===== src/rtl/filter_sample_sequencer_if.sv =====
// Sample-in / result-out stream bundle of the filter sample sequencer.
// The master modport is the sequencer side; slave is the source/sink environment.
interface filter_sample_sequencer_if #(
  parameter int unsigned BITWIDTH_DATA = 12
);
  logic [BITWIDTH_DATA-1:0] S_DATA;
  logic                     S_VALID;
  logic                     S_READY;
  logic [BITWIDTH_DATA-1:0] M_DATA;
  logic                     M_VALID;
  logic                     M_READY;

  modport master (
    input  S_DATA, S_VALID, M_READY,
    output S_READY, M_DATA, M_VALID
  );

  modport slave (
    output S_DATA, S_VALID, M_READY,
    input  S_READY, M_DATA, M_VALID
  );
endinterface


===== src/rtl/filter_sample_sequencer.sv =====
// Host side of the filter-core start/valid handshake: feeds samples, buffers results in a FIFO,
// counts lost samples and recovers a hung core after a timeout.
module filter_sample_sequencer #(
  parameter int unsigned BITWIDTH_DATA = 12,
  parameter int unsigned FIFO_DEPTH    = 4,
  parameter int unsigned TIMEOUT_CYC   = 1023
) (
  input  logic                     CLK,
  input  logic                     nRST,
  input  logic                     EN,
  filter_sample_sequencer_if.master bus,
  output logic                     FLT_EN,
  output logic                     FLT_START,
  output logic [BITWIDTH_DATA-1:0] FLT_DIN,
  input  logic [BITWIDTH_DATA-1:0] FLT_DOUT,
  input  logic                     FLT_VALID,
  output logic [7:0]               DROP_CNT,
  output logic                     TIMEOUT_ERR
);
  localparam int unsigned PW = (FIFO_DEPTH > 1) ? $clog2(FIFO_DEPTH) : 1;
  localparam int unsigned CW = PW + 1;
  localparam int unsigned TW = $clog2(TIMEOUT_CYC + 1);

  typedef enum logic [2:0] {IDLE, START, WAIT_BUSY, WAIT_DONE, RECOVER} state_t;

  state_t                   state_q, state_d;
  logic                     accept, push_req, timeout, tmo_clr, tmo_inc, tmo_hit;
  logic [TW-1:0]            tmo_cnt;
  logic                     flt_start_q;
  logic [BITWIDTH_DATA-1:0] mem [FIFO_DEPTH];
  logic [PW-1:0]            wr_ptr, rd_ptr, rd_ptr_d;
  logic [CW-1:0]            count, count_d;
  logic [BITWIDTH_DATA-1:0] m_data_q, m_data_d;
  logic                     m_valid_q, pop, push, full;
  logic                     drop_src, drop_fifo;
  logic [1:0]               drop_inc;
  logic [8:0]               drop_sum;

  assign tmo_hit = (tmo_cnt == TW'(TIMEOUT_CYC - 1));

  always_ff @(posedge CLK or negedge nRST) begin
    if (!nRST) state_q <= IDLE;
    else       state_q <= state_d;
  end

  // Next state and per-cycle strobes; EN low abandons any sequence in flight.
  always_comb begin
    state_d  = state_q;
    accept   = 1'b0;
    push_req = 1'b0;
    timeout  = 1'b0;
    tmo_clr  = 1'b0;
    tmo_inc  = 1'b0;
    if (!EN) begin
      state_d = IDLE;
    end else begin
      case (state_q)
        IDLE: begin
          if (bus.S_VALID) begin
            accept  = 1'b1;
            state_d = START;
          end
        end
        START: begin
          tmo_clr = 1'b1;
          state_d = WAIT_BUSY;
        end
        WAIT_BUSY: begin
          if (!FLT_VALID) begin
            state_d = WAIT_DONE;
          end else if (tmo_hit) begin
            timeout = 1'b1;
            state_d = RECOVER;
          end else begin
            tmo_inc = 1'b1;
          end
        end
        WAIT_DONE: begin
          if (FLT_VALID) begin
            push_req = 1'b1;
            state_d  = IDLE;
          end else if (tmo_hit) begin
            timeout = 1'b1;
            state_d = RECOVER;
          end else begin
            tmo_inc = 1'b1;
          end
        end
        RECOVER: state_d = IDLE;
        default: state_d = IDLE;
      endcase
    end
  end

  // Reset is folded in so both flags read low while nRST is held, regardless of EN.
  assign bus.S_READY = EN && nRST && (state_q == IDLE);
  assign FLT_EN      = EN && nRST && (state_q != RECOVER);
  assign FLT_START   = flt_start_q;

  // Output FIFO with a registered head; a push into an empty FIFO forwards straight into the head.
  assign full      = (count == CW'(FIFO_DEPTH));
  assign pop       = m_valid_q && bus.M_READY;
  assign push      = push_req && (!full || pop);
  assign drop_fifo = push_req && full && !pop;
  assign count_d   = count + CW'(push) - CW'(pop);
  assign rd_ptr_d  = rd_ptr + PW'(pop);

  always_comb begin
    m_data_d = m_data_q;
    if (count_d != '0) begin
      m_data_d = (push && (wr_ptr == rd_ptr_d)) ? FLT_DOUT : mem[rd_ptr_d];
    end
  end

  assign bus.M_DATA  = m_data_q;
  assign bus.M_VALID = m_valid_q;

  // Up to two loss events per cycle: a stalled source beat plus a FIFO overflow or a timeout.
  assign drop_src = bus.S_VALID && EN && (state_q != IDLE);
  assign drop_inc = 2'(drop_src) + 2'(drop_fifo) + 2'(timeout);
  assign drop_sum = 9'(DROP_CNT) + 9'(drop_inc);

  always_ff @(posedge CLK or negedge nRST) begin
    if (!nRST) begin
      flt_start_q <= 1'b0;
      FLT_DIN     <= '0;
      tmo_cnt     <= '0;
      TIMEOUT_ERR <= 1'b0;
      DROP_CNT    <= '0;
      wr_ptr      <= '0;
      rd_ptr      <= '0;
      count       <= '0;
      m_data_q    <= '0;
      m_valid_q   <= 1'b0;
      for (int unsigned i = 0; i < FIFO_DEPTH; i++) mem[i] <= '0;
    end else begin
      flt_start_q <= (state_d == START);
      if (accept) FLT_DIN <= bus.S_DATA;
      if (tmo_clr)      tmo_cnt <= '0;
      else if (tmo_inc) tmo_cnt <= tmo_cnt + TW'(1);
      if (timeout) TIMEOUT_ERR <= 1'b1;
      DROP_CNT <= (drop_sum > 9'd255) ? 8'hFF : drop_sum[7:0];
      if (push) begin
        mem[wr_ptr] <= FLT_DOUT;
        wr_ptr      <= wr_ptr + PW'(1);
      end
      rd_ptr    <= rd_ptr_d;
      count     <= count_d;
      m_data_q  <= m_data_d;
      m_valid_q <= (count_d != '0);
    end
  end
endmodule


===== src/flat_wrapper.sv =====
// flat-port wrapper written by rule: the top's interface ports become plain ports
module filter_sample_sequencer_flat 
#(
  parameter int unsigned BITWIDTH_DATA = 12,
  parameter int unsigned FIFO_DEPTH    = 4,
  parameter int unsigned TIMEOUT_CYC   = 1023
)
  (CLK, nRST, EN, FLT_EN, FLT_START, FLT_DIN, FLT_DOUT, FLT_VALID, DROP_CNT, TIMEOUT_ERR, bus_S_DATA, bus_S_VALID, bus_M_READY, bus_S_READY, bus_M_DATA, bus_M_VALID);
  filter_sample_sequencer_if #(.BITWIDTH_DATA(BITWIDTH_DATA)) bus_i ();
  input  logic CLK;
  input  logic nRST;
  input  logic EN;
  output logic FLT_EN;
  output logic FLT_START;
  output logic [BITWIDTH_DATA-1:0] FLT_DIN;
  input  logic [BITWIDTH_DATA-1:0] FLT_DOUT;
  input  logic FLT_VALID;
  output logic [7:0] DROP_CNT;
  output logic TIMEOUT_ERR;
  input wire logic [$bits(bus_i.S_DATA)-1:0] bus_S_DATA;
  input wire logic [$bits(bus_i.S_VALID)-1:0] bus_S_VALID;
  input wire logic [$bits(bus_i.M_READY)-1:0] bus_M_READY;
  output wire logic [$bits(bus_i.S_READY)-1:0] bus_S_READY;
  output wire logic [$bits(bus_i.M_DATA)-1:0] bus_M_DATA;
  output wire logic [$bits(bus_i.M_VALID)-1:0] bus_M_VALID;
  assign bus_i.S_DATA = bus_S_DATA;
  assign bus_i.S_VALID = bus_S_VALID;
  assign bus_i.M_READY = bus_M_READY;
  assign bus_S_READY = bus_i.S_READY;
  assign bus_M_DATA = bus_i.M_DATA;
  assign bus_M_VALID = bus_i.M_VALID;
  filter_sample_sequencer #(.BITWIDTH_DATA(BITWIDTH_DATA), .FIFO_DEPTH(FIFO_DEPTH), .TIMEOUT_CYC(TIMEOUT_CYC)) u_core (.CLK(CLK), .nRST(nRST), .EN(EN), .bus(bus_i), .FLT_EN(FLT_EN), .FLT_START(FLT_START), .FLT_DIN(FLT_DIN), .FLT_DOUT(FLT_DOUT), .FLT_VALID(FLT_VALID), .DROP_CNT(DROP_CNT), .TIMEOUT_ERR(TIMEOUT_ERR));
endmodule

===== config.mk =====
export PLATFORM = sky130hd
export DESIGN_NAME = filter_sample_sequencer_flat
export DESIGN_NICKNAME = d
export VERILOG_FILES = /design/src/rtl/filter_sample_sequencer_if.sv /design/src/rtl/filter_sample_sequencer.sv /design/src/flat_wrapper.sv
export SDC_FILE = /design/constraint.sdc
export NUM_CORES = 1
export LEC_CHECK = 0
export CAP_MARGIN = 20
export CORE_UTILIZATION = 40
export DETAILED_ROUTE_END_ITERATION = 12
export DONT_BUFFER_PORTS = 1
export SYNTH_ARGS = -nofsm -noshare
export SYNTH_HDL_FRONTEND = slang
export SYNTH_SLANG_ARGS = --single-unit

===== constraint.sdc =====
create_clock -name CLK -period 4.9 [get_ports CLK]
set_clock_uncertainty 0.1 [all_clocks]
set_input_delay 0.49 -clock CLK [delete_from_list [all_inputs] [get_ports CLK]]
set_output_delay 0.49 -clock CLK [all_outputs]
set_load 0.01 [all_outputs]

==> impl_metrics.toml, run 1 <==
[die]
dieArea_um2 = 13000
io_pins = 67
die_h_um = 114
coreArea_um2 = 12100
start_util_pct = 41.3
rows = 40
die_w_um = 114

[clocking]
clk_pin_slew_worst_paths_ns = 0.07
root_buffer = "clkbuf_16"
cts_sinks = 103
cts_buffers = 9
cts_buffer_depth = 2
cts_tree = "built"
insertion_delay_ns = 0.34
h-tree-depth = 3
post_cts.resized_instances = 0

[global_routing]
antenna_found_initial = 0
grt_pass1_vias = 3099
grt_overflow = 0
grt_pass1_wl_mm = 16.2
grt_usage_pct = 16.6
grt_max_degree = 104

[final_layout]
fillerInstances = 1106
nets = 413
final_cell_area_um2 = 5410
n_antenna_cell = 0
syn2layout_area_growth_pct = 8.15
layout-drive-gt1-share_pct = 25.7
seq_area_um2 = 2580
multi_input_area_um2 = 2220

[timing]
worstMarginPinSlew_ns = 1.08
period_minus_slack_ns = 3.49
grt_setup_unrepaired = "no"
slew_headroom_pct = 27.5
finalHoldViolCount = 0
setup_tns_ns = 0
max_clock_freq_mhz = 287
drv_slew = 0
setup_viol = 0
post-route-period-util_pct = 71.1

[detailed_routing]
first_iter_violations = 110
vias = 2911
wl_per_cell_um = 18.3
routed_via_density = 5.38
first_pass_iters = 4
final_antenna_net_count = 0
drc = 0
routed_wirelength_mm = 9.89

[setup_path]
reg2reg_depth = 9
critPathMaxStageDelay_ns = 0.65
cp-startpoint = "u_core.state_q[2]"
critPathBufInv = 1
slowest_stage = "or3_1"
worst_r2r_endpoint = "u_core.bus.M_DATA[3]"
crit_required_ns = 4.98
path_cells = "and3b_1 > o211a_1 > ha_1 > inv_1 > fa_1 > xor3_1 > or3_1 > nor2_1 > a31oi_1"
worstPathArrival_ns = 3.56
crit_family = "simple AND/OR/NAND/NOR gates"
end_kind = "flop"
path_max_fanout = 25
start_kind = "flop"
r2r_start = "u_core.state_q[2]"
critPathKind = "flop to flop"
r2r_setup_slack_ns = 1.41

[synthesis]
seq_area_frac_synth_pct = 51.5
ys_warn_count = 0
synth_edf_count = 0
synth_area_um2 = 5000
ys_ff_latch = 103
synth_area_leader_cell = "dfrtp_1"
async_flop_share_pct = 100
ys.flop_type = "dfrtp_1"
synthTopCellsByArea = "dfrtp_1 (52%), mux2_4 (9.0%), mux2_2 (7.0%)"
ys_types = 48
synth.net_count = 418
syn_inst = 374
yosys.area.top_type_share_pct = 51.5
avgSynthCellArea_um2 = 13.4

[placed_design]
globalplace.congestion = 0.782
io_buffers = 0
hpwl_mm = 6.44
dpl_cell_area_um2 = 5080

[power_and_ir_drop]
p_per_area_nw_per_um2 = 483
power_w = 0.00261
p_leak_nw = 2.46
max-vdd-ir-drop_mv = 0.278

[job]
maxCapViolCount = 0

[min_path]
hold_end = "u_core.mem[34]"
min_path_cells = 1
worstHoldPathType = "input pin to flop"
min_from = "FLT_DOUT[10]"

[status]
status = "finished, final reports clean"
placed cells by master, fill, tap and decap left out, types with 3 or more instances in the layout:
cell and count:
xor2_1 4, and2_4 3, mux2_2 31, dfrtp_1 103, a31oi_1 13, clkbuf_16 9, mux2i_1 6, nand4_1 17
and3_1 4, or4_1 3, o31ai_1 5, a21oi_1 6, mux4_2 12, nand3_1 5, nor2b_1 3, inv_1 15
o21ai_0 18, and2_1 3, mux2_4 30, fa_1 3, ha_1 11, nor2_1 16, nand2_1 16
timing repair:
action,in CTS,in global routing
hold buffers,2,0
buffers inserted,0,0
endpoints found under the hold margin,103,0
worst register-to-register path, cell delays in order, from the launching register on:
cell and delay (ns):
dfrtp_1 0.40, and3b_1 0.37, o211a_1 0.63, ha_1 0.26, inv_1 0.05, fa_1 0.36, xor3_1 0.20, or3_1 0.65
nor2_1 0.22, a31oi_1 0.07
synthesized netlist by cell type (2+ instances only):
cell	number
o21ai_0	18
xor2_1	4
a21oi_1	6
nand2_1	16
o31ai_1	5
nor2b_1	3
clkbuf_1	5
inv_1	15
and2_1	3
and3b_1	2
buf_12	3
dfrtp_1	103
mux4_2	12
o21a_1	2
and3_1	4
nor4_1	2
a21o_1	2
mux2i_1	6
or3_1	2
nor2_1	16
buf_2	8
fa_1	3
o311ai_0	2
xnor2_1	2
nand3_1	5
ha_1	11
mux2_4	30
or4_1	3
buf_4	2
and2_4	3
nand4_1	17
a31oi_1	13
mux2_2	31
registers in the layout (all words and copies together) (netlist names), 2 cells and up:
name / count
u_core.mem: 48
u_core.rd_ptr: 2
u_core.FLT_DIN: 12
u_core.state_q: 3
u_core.wr_ptr: 2
u_core.DROP_CNT: 8
u_core.count: 3
u_core.bus.M_DATA: 12
u_core.tmo_cnt: 10
power by group:
part	switching, W	internal, W
Combinational	0.000412	0.000319
Clock	0.000312	0.000407
Sequential	0.000157	0.00101
per-stage QoR:
step	cells	hold slack [ns]	util (%)	setup slack (ns)
2_1_floorplan	374	0.0944	-	1.95
3_3_place_gp	524	0.0963	41.9	1.54
3_5_place_dp	524	0.0964	41.9	1.39
4_1_cts	541	0.174	44.7	1.43
5_1_grt	541	0.171	44.7	1.06
6_report	541	0.189	44.7	1.41
cells by family after synthesis:
group | synth area share [%]
fa+ha+maj | 3.95
mux | 22.6
flops | 51.5
xor+xnor | 2.30
simple gates | 8.78
buf+inv | 4.03
compound gates | 6.85
layer usage:
metal	global-route usage (%)	vias up	part of all wire [%]	wire (um)
met1	20.5	1496	44	4320
li1	-	1350	-	-
met4	4.68	0	1.0	103
met2	27.4	56	49	4870
met3	6.06	9	6.0	597
met5	0	-	0	0
worst max-delay path by stage:
stage                                        to  slack, ns  cells past startpoint
after floorplan           u_core.bus.M_DATA[10]       1.95                     14
after global placement     u_core.bus.M_DATA[3]       1.54                      9
after detailed placement   u_core.bus.M_DATA[3]       1.39                      9
after CTS                  u_core.bus.M_DATA[3]       1.43                      9
after global routing       u_core.bus.M_DATA[1]       1.06                      9
final                      u_core.bus.M_DATA[3]       1.41                      9
final cells by class:
cell class	count	share of cell area, %
flip-flops and latches	103	47.6
multi-input cells	237	41.1
clock buffers	10	4.42
well taps	168	3.88
clock inverters	5	1.09
inverters	15	1.04
repair buffers	3	0.832
(Power assumes the default switching activity.)
==> inputs of run 2 (changes only) <==
Clock period 4.9 ns to 3.65 ns, I/O delays scaled along.
==> run 2 against run 1 <==
Worst hold slack worse by 0.13 ns. Utilization up 0.33 points. Maximum frequency is 18% higher. Sequential power increased by 34%. Total power up 37%. Largest power group unchanged. Register-to-register slack worse by 0.72 ns. Die area stayed put. Critical path type unchanged. Clock power grew 31%.
==> impl_metrics.toml, run 2 (same netlist as run 1, synthesis figures left out) <==
[placed_design]
dpl.cell_count = 530
dp_slack_ns = 0.693
hpwl_mm = 6.44
io_buffers = 0
globalplace.congestion = 0.750

[detailed_routing]
routed_wirelength_mm = 9.98
wl_per_cell_um = 18.2
final_antenna_net_count = 0
first_iter_violations = 157
vias = 2955
drc = 0
routed_via_density = 5.39
first_pass_iters = 4

[die]
coreArea_um2 = 12100
dieArea_um2 = 13000
rows = 40
die_w_um = 114
die_h_um = 114
start_util_pct = 41.3
io_pins = 67

[global_routing]
antenna_found_initial = 0
grt_pass1_vias = 3011
grt_max_degree = 104
grt_pass1_wl_mm = 16.4
grt_usage_pct = 16.6
grt_overflow = 0

[timing]
drv_slew = 0
setup_tns_ns = 0
finalWorstSetupSlack_ns = 0.691
setup_viol = 0
post-route-period-util_pct = 81.1
slew_headroom_pct = 24.7
finalHoldViolCount = 0
period_minus_slack_ns = 2.96
grt_setup_unrepaired = "no"
max_clock_freq_mhz = 338
worstMarginPinSlew_ns = 1.13

[final_layout]
nets = 419
mostFrequentLayoutCells = "dfrtp_1 (103), mux2_2 (31), mux2_4 (30), o21ai_0 (18), nand4_1 (17)"
stdcell_count = 548
top_register = "u_core.mem"
largest_reg_flops = 48
layout-drive-gt1-share_pct = 27.1
finish.utilization_pct = 45.0
final_common_cell = "dfrtp_1"
n_antenna_cell = 0
syn2layout_area_growth_pct = 8.95

[power_and_ir_drop]
power_w = 0.00357
p_leak_nw = 2.48
max-vdd-ir-drop_mv = 0.258
p_per_area_nw_per_um2 = 655

[setup_path]
path_max_fanout = 25
r2r_start = "u_core.state_q[1]"
critPathKind = "flop to flop"
end_kind = "flop"
worst_r2r_endpoint = "u_core.bus.M_DATA[2]"
worstPathArrival_ns = 3.04
reg2reg_depth = 9
start_kind = "flop"
crit_required_ns = 3.73
r2r_setup_slack_ns = 0.69

[clocking]
cts_buffers = 9
cts_tree = "built"
h-tree-depth = 3
cts_buffer_depth = 2
cts_sinks = 103
root_buffer = "clkbuf_16"
post_cts.resized_instances = 0
insertion_delay_ns = 0.35
clk_pin_slew_worst_paths_ns = 0.08

[min_path]
min_path_cells = 1
worstHoldPathType = "input pin to flop"
hold_end = "u_core.mem[4]"
min_from = "FLT_DOUT[4]"

[job]
maxCapViolCount = 0

[status]
status = "finished, final reports clean"
run 2: final cells by class:
| type | count | area [um2] |
|---|---|---|
| Fill cell | 1091 | 6660 |
| Timing Repair Buffer | 9 | 90.1 |
| Clock inverter | 6 | 53.8 |
| Multi-Input combinational cell | 237 | 2220 |
| Clock buffer | 10 | 239 |
| Sequential cell | 103 | 2580 |
| Tap cell | 168 | 210 |
| Inverter | 15 | 56.3 |
run 2: how the worst max path moves through the flow:
stage	startpoint	end	slack [ns]
6_report	u_core.state_q[1]	u_core.bus.M_DATA[2]	0.69
5_1_grt	u_core.state_q[1]	u_core.bus.M_DATA[3]	0.39
4_1_cts	u_core.bus.M_VALID	u_core.DROP_CNT[6]	0.67
3_5_place_dp	u_core.bus.M_VALID	u_core.DROP_CNT[6]	0.69
3_3_place_gp	u_core.bus.M_VALID	u_core.DROP_CNT[6]	0.72
2_1_floorplan	u_core.state_q[2]	u_core.bus.M_DATA[10]	0.76
run 2: through the flow:
step	cell area [um2]	hold WS [ns]
floorplan	5000	-0.0306
global placement	5120	-0.0286
detailed placement	5120	-0.0283
CTS	5450	0.0393
global route	5450	0.0340
finish	5450	0.0551
run 2: repair_timing:
item,4_1_cts,5_1_grt
hold buffers,2,0
setup buffers,0,0
endpoints found under the setup margin,0,0
endpoints found under the hold margin,103,0
run 2: worst max-delay path, cell delays in order, from the launching register on:
cell and delay (ns):
dfrtp_1 0.45, and3b_1 0.32, o211a_1 0.21, ha_1 0.14, inv_1 0.04, fa_1 0.36, xor3_1 0.20, or3_1 0.68
nor2_1 0.22, a31oi_1 0.06
run 2: power breakdown:
| part | switching, W | internal, W | leakage (nW) |
|---|---|---|---|
| sequential | 0.000208 | 0.00135 | 1.36 |
| clock | 0.000451 | 0.000492 | 0.135 |
| combinational | 0.000595 | 0.000476 | 0.983 |
| total | 0.00125 | 0.00232 | 2.48 |
run 2: metal layers:
layer  routed length (um)  up-vias  global-route usage (%)
met3                  453       12                    4.25
met5                    0        -                       0
met1                 4510     1504                    22.0
met2                 4880       70                    26.7
li1                     -     1369                       -
met4                  142        0                    5.80
==> RTL edit 1, RTL diff (settings of run 1) <==
Put one more register stage on the output `TIMEOUT_ERR`. The value now appears one clock later. The other outputs are not delayed to match.
--- a/src/rtl/filter_sample_sequencer.sv
+++ b/src/rtl/filter_sample_sequencer.sv
@@ -23,4 +23,6 @@
 
   typedef enum logic [2:0] {IDLE, START, WAIT_BUSY, WAIT_DONE, RECOVER} state_t;
+
+  logic TIMEOUT_ERR_s0;
 
   state_t                   state_q, state_d;
@@ -126,5 +128,5 @@
       FLT_DIN     <= '0;
       tmo_cnt     <= '0;
-      TIMEOUT_ERR <= 1'b0;
+      TIMEOUT_ERR_s0 <= 1'b0;
       DROP_CNT    <= '0;
       wr_ptr      <= '0;
@@ -139,5 +141,5 @@
       if (tmo_clr)      tmo_cnt <= '0;
       else if (tmo_inc) tmo_cnt <= tmo_cnt + TW'(1);
-      if (timeout) TIMEOUT_ERR <= 1'b1;
+      if (timeout) TIMEOUT_ERR_s0 <= 1'b1;
       DROP_CNT <= (drop_sum > 9'd255) ? 8'hFF : drop_sum[7:0];
       if (push) begin
@@ -151,4 +153,8 @@
     end
   end
+  always_ff @(posedge CLK) begin
+    TIMEOUT_ERR <= TIMEOUT_ERR_s0;
+  end
+
 endmodule
 
Check against the original RTL: same outputs for any inputs over 10 cycles, from zero or initial values and one cycle with nRST low; that may be too few to reach the edited logic, so the function may still have changed.
==> RTL edit 1 against run 1 <==
  * Non-clock buffer count is the same
  * Global-route usage shrank 0.43 points
  * Synthesized area grew 0.40%
  * Design area shrank 0.12%
  * Sequential cell count grew 1
  * Total power shrank 1.9%
  * Setup slack gained 0.031 ns
  * Clock power shrank 7.4%
  * Wire length shrank 0.94%
  * Critical path type unchanged
  * Highest routed layer unchanged
==> RTL edit 1: results (changes against run 1) <==
* Clock group at 666 uW (was 719 uW)
* Mean Syn Cell Area at 13.4 um2 (about the same)
* Layout cells sized above 1 at 0.255 (was 0.257)
* M1 wire length at 4.19 mm (was 4.32 mm)
* First-pass GRT wire length at 15.9 mm (was 16.2 mm)
* Post-DR wirelength/cell at 18.1 um (was 18.3 um)
* R2R Setup Slk at 1.45 ns (was 1.41 ns)
* Sequential share of power at 0.456 (was 0.445)
* Met3 usage at 0.0635 (was 0.0606)
* Synth area leaders: dfrtp_1 51%, mux2_4 9.0%, mux2_2 6.9% (was dfrtp_1 52%, mux2_4 9.0%, mux2_2 7.0%)
* Final WL at 9.79 mm (was 9.89 mm)
* Seq/Total Area, Yosys at 0.517 (was 0.515)
* XOR/XNOR share of the synthesized area at 0.0229 (was 0.0230)
* Mux contribution to synthesized area at 0.225 (was 0.226)
* Compound-Gate Fraction of Synth Area at 0.0682 (was 0.0685)
* Clock network fraction of design power at 0.260 (was 0.275)
* Synth unique cells at 49 (was 48)
* GR Util All Layers at 0.161 (was 0.166)
* Routed wl met3 at 612 um (was 597 um)
* DRT iter0 DRCs at 122 (was 110)
* Met2 Wirelength at 4.94 mm (was 4.87 mm)
* Final nets at 414 (was 413)
* Worst Tran Pin Value at 1.09 ns (was 1.08 ns)
* Crit path arrival time at 3.54 ns (was 3.56 ns)
* Max VDD drop at 274 uV (was 278 uV)
* Hold EP: u_core.mem[16] (was u_core.mem[34])
* Final worst path period share at 0.705 (was 0.711)
* Internal power at 1.70 mW (was 1.73 mW)
* DP Cell Count at 525 (was 524)
* Vias in the first global route at 3066 (was 3099)
* Worst hold margin at 0.193 ns (was 0.189 ns)
* Status: finished clean (unchanged)
* Leakage at 2.46 nW (about the same)
* RR Endpoint: u_core.bus.M_DATA[10] (was u_core.bus.M_DATA[3])
* Post-synth ARST share at 0.990 (was 1.00)
## RTL edit 1: worst max-delay path, delay by kind of cell, from the launching register on
kind,cells,cell delay (ns)
AO/OA/AOI/OAI,2,0.69
AND/OR/NAND/NOR,3,1.20
buffers and inverters,1,0.05
adder cells (fa/ha/maj),2,0.61
XOR/XNOR,1,0.21
flip-flops,1,0.44
## RTL edit 1: area by class of cell
type | instances | area, um2 | share of cell area
Inverter | 15 | 56.3 | 0.0104
Multi-Input combinational cell | 237 | 2220 | 0.412
Sequential cell | 104 | 2600 | 0.481
Clock inverter | 3 | 18.8 | 0.00347
Tap cell | 168 | 210 | 0.0389
Timing Repair Buffer | 3 | 45.0 | 0.00833
Clock buffer | 11 | 253 | 0.0468
## RTL edit 1: repair_timing
item | in CTS | in global routing
buffers inserted | 0 | 0
hold buffers | 1 | 1
hold endpoints to repair | 103 | 10
gates resized for setup | 0 | 0
==> RTL edit 2, RTL diff (settings of run 1) <==
Made on the original files. `FIFO_DEPTH` is set to 4 in 2 places; all go to 2.
--- a/src/rtl/filter_sample_sequencer.sv
+++ b/src/rtl/filter_sample_sequencer.sv
@@ -3,5 +3,5 @@
 module filter_sample_sequencer #(
   parameter int unsigned BITWIDTH_DATA = 12,
-  parameter int unsigned FIFO_DEPTH    = 4,
+  parameter int unsigned FIFO_DEPTH    = 2,
   parameter int unsigned TIMEOUT_CYC   = 1023
 ) (
--- a/src/flat_wrapper.sv
+++ b/src/flat_wrapper.sv
@@ -3,5 +3,5 @@
 #(
   parameter int unsigned BITWIDTH_DATA = 12,
-  parameter int unsigned FIFO_DEPTH    = 4,
+  parameter int unsigned FIFO_DEPTH    = 2,
   parameter int unsigned TIMEOUT_CYC   = 1023
 )
Function: no difference found for any inputs over 10 cycles, from zero or initial values and one cycle with nRST low; that may be too few to reach the edited logic, so the function may still have changed.
==> RTL edit 2 against run 1 <==
  * The flow now finishes with violations (design-rule violations)
  * Count of clock-buffer cells in the layout is 1 lower
  * Hold slack worse by 0.020 ns
  * Combinational power is 25% lower
  * Global-route usage is 1.4 points lower
  * Design area is 26% lower
  * Wire length is 30% lower
  * Setup slack better by 0.45 ns
  * Utilization is 0.56 points higher
  * Total power is 25% lower
  * Synthesized area is 27% lower
  * Sequential cell count is 27 lower
  * Critical path type unchanged
==> RTL edit 2: results (changes against run 1) <==
* DRT iter0 DRCs at 89 (was 110)
* Final std cells w/o fill at 415 (was 541)
* Most instantiated cells after synthesis: 76 x dfrtp_1, 26 x mux2_2, 22 x inv_1, 22 x nor2_1, 16 x nand2_1 (was 103 x dfrtp_1, 31 x mux2_2, 30 x mux2_4)
* Hold EP: u_core.bus.M_DATA[9] (was u_core.mem[34])
* Leakage at 1.91 nW (was 2.46 nW)
* Worst hold path depth at 2 (was 1)
* Max reg flops at 24 (was 48)
* Worst hold start: FLT_DOUT[9] (was FLT_DOUT[10])
* Crit path largest cell delay at 0.58 ns (was 0.65 ns)
* Largest delay share family, worst path: adder cells (was simple AND/OR/NAND/NOR gates)
* Mux contribution to synthesized area at 0.162 (was 0.226)
* Placed inst area at 3730 um2 (was 5080 um2)
* Final WL at 6.90 mm (was 9.89 mm)
* Vias in the first global route at 2184 (was 3099)
* Status: complete, but fails checks (was finished clean)
* Largest net degree at the start of global routing at 77 (was 104)
* Failing checks: design-rule violations
* Worst r2r src: u_core.state_q[0] (was u_core.state_q[2])
* Hpwl dp at 4.62 mm (was 6.44 mm)
* # DRC at 12 (was 0)
* First-pass detailed-route iteration total at 8 (was 4)
* R2R Setup Slk at 1.87 ns (was 1.41 ns)
* Seq/Total Area, Yosys at 0.519 (was 0.515)
* Crit path arrival time at 3.21 ns (was 3.56 ns)
* Adder-cell share of the synthesized area at 0.0314 (was 0.0395)
* Clock transition at path regs at 0.09 ns (was 0.07 ns)
* DP Cell Count at 396 (was 524)
* CP max-delay cell: o311ai_0 (was or3_1)
* Mapped Cells at 298 (was 374)
* First-pass GRT wire length at 11.2 mm (was 16.2 mm)
* Post-Place Setup Slack at 1.80 ns (was 1.39 ns)
* Root buffer selected by CTS: clkbuf_8 (was clkbuf_16)
* Avg Vias per Cell at 5.38 (about the same)
* Worst Tran Pin Value at 1.10 ns (was 1.08 ns)
* Worst hold margin at 0.169 ns (was 0.189 ns)
* Synth area leaders: dfrtp_1 52%, mux2_2 8.0%, mux2_4 4.1% (was dfrtp_1 52%, mux2_4 9.0%, mux2_2 7.0%)
==> RTL edit 2: what timing repair did <==
item / in CTS / in global routing
hold buffers: 2 / 0
hold endpoints to repair: 76 / 0
endpoints found under the setup margin: 0 / 0
==> RTL edit 2: worst max-delay path by stage <==
stage	start	endpoint	slack, ns	cells after the start
3_5_place_dp	u_core.state_q[0]	u_core.DROP_CNT[0]	1.80	9
3_3_place_gp	bus_M_READY	u_core.bus.M_DATA[1]	1.98	9
2_1_floorplan	u_core.state_q[0]	u_core.DROP_CNT[0]	2.31	10
4_1_cts	u_core.state_q[0]	u_core.DROP_CNT[0]	1.78	9
6_report	u_core.state_q[0]	u_core.DROP_CNT[0]	1.87	9
5_1_grt	u_core.state_q[0]	u_core.DROP_CNT[0]	1.69	9
==> RTL edit 2: cell type report <==
type	count	area (um2)
Tap cell	108	135
Sequential cell	76	1900
Clock inverter	7	82.6
Multi-Input combinational cell	188	1600
Fill cell	805	4820
Clock buffer	9	124
Inverter	24	90.1
Timing Repair Buffer	3	48.8
==> RTL edit 2: worst register-to-register path, delay by kind of cell (launching register included) <==
family | cells | cell delay [ns]
adder cells (fa/ha/maj) | 3 | 1.14
flip-flops | 1 | 0.48
AO/OA/AOI/OAI | 1 | 0.58
AND/OR/NAND/NOR | 3 | 0.54
buffers and inverters | 2 | 0.13
==> RTL edit 2: metal layers <==
metal / up-vias / share of wire / global-route usage
li1: 1061 / - / -
met1: 1107 / 0.46 / 0.191
met5: - / 0 / 0
met2: 60 / 0.46 / 0.235
met4: 0 / 0.011 / 0.0629
met3: 6 / 0.071 / 0.0547
==> RTL edit 2: report_power, final <==
part           switching (mW)  internal [mW]  total [mW]
clock network           0.251          0.243       0.494
logic                   0.282          0.266       0.548
registers               0.150          0.769       0.919
total                   0.683           1.28        1.96
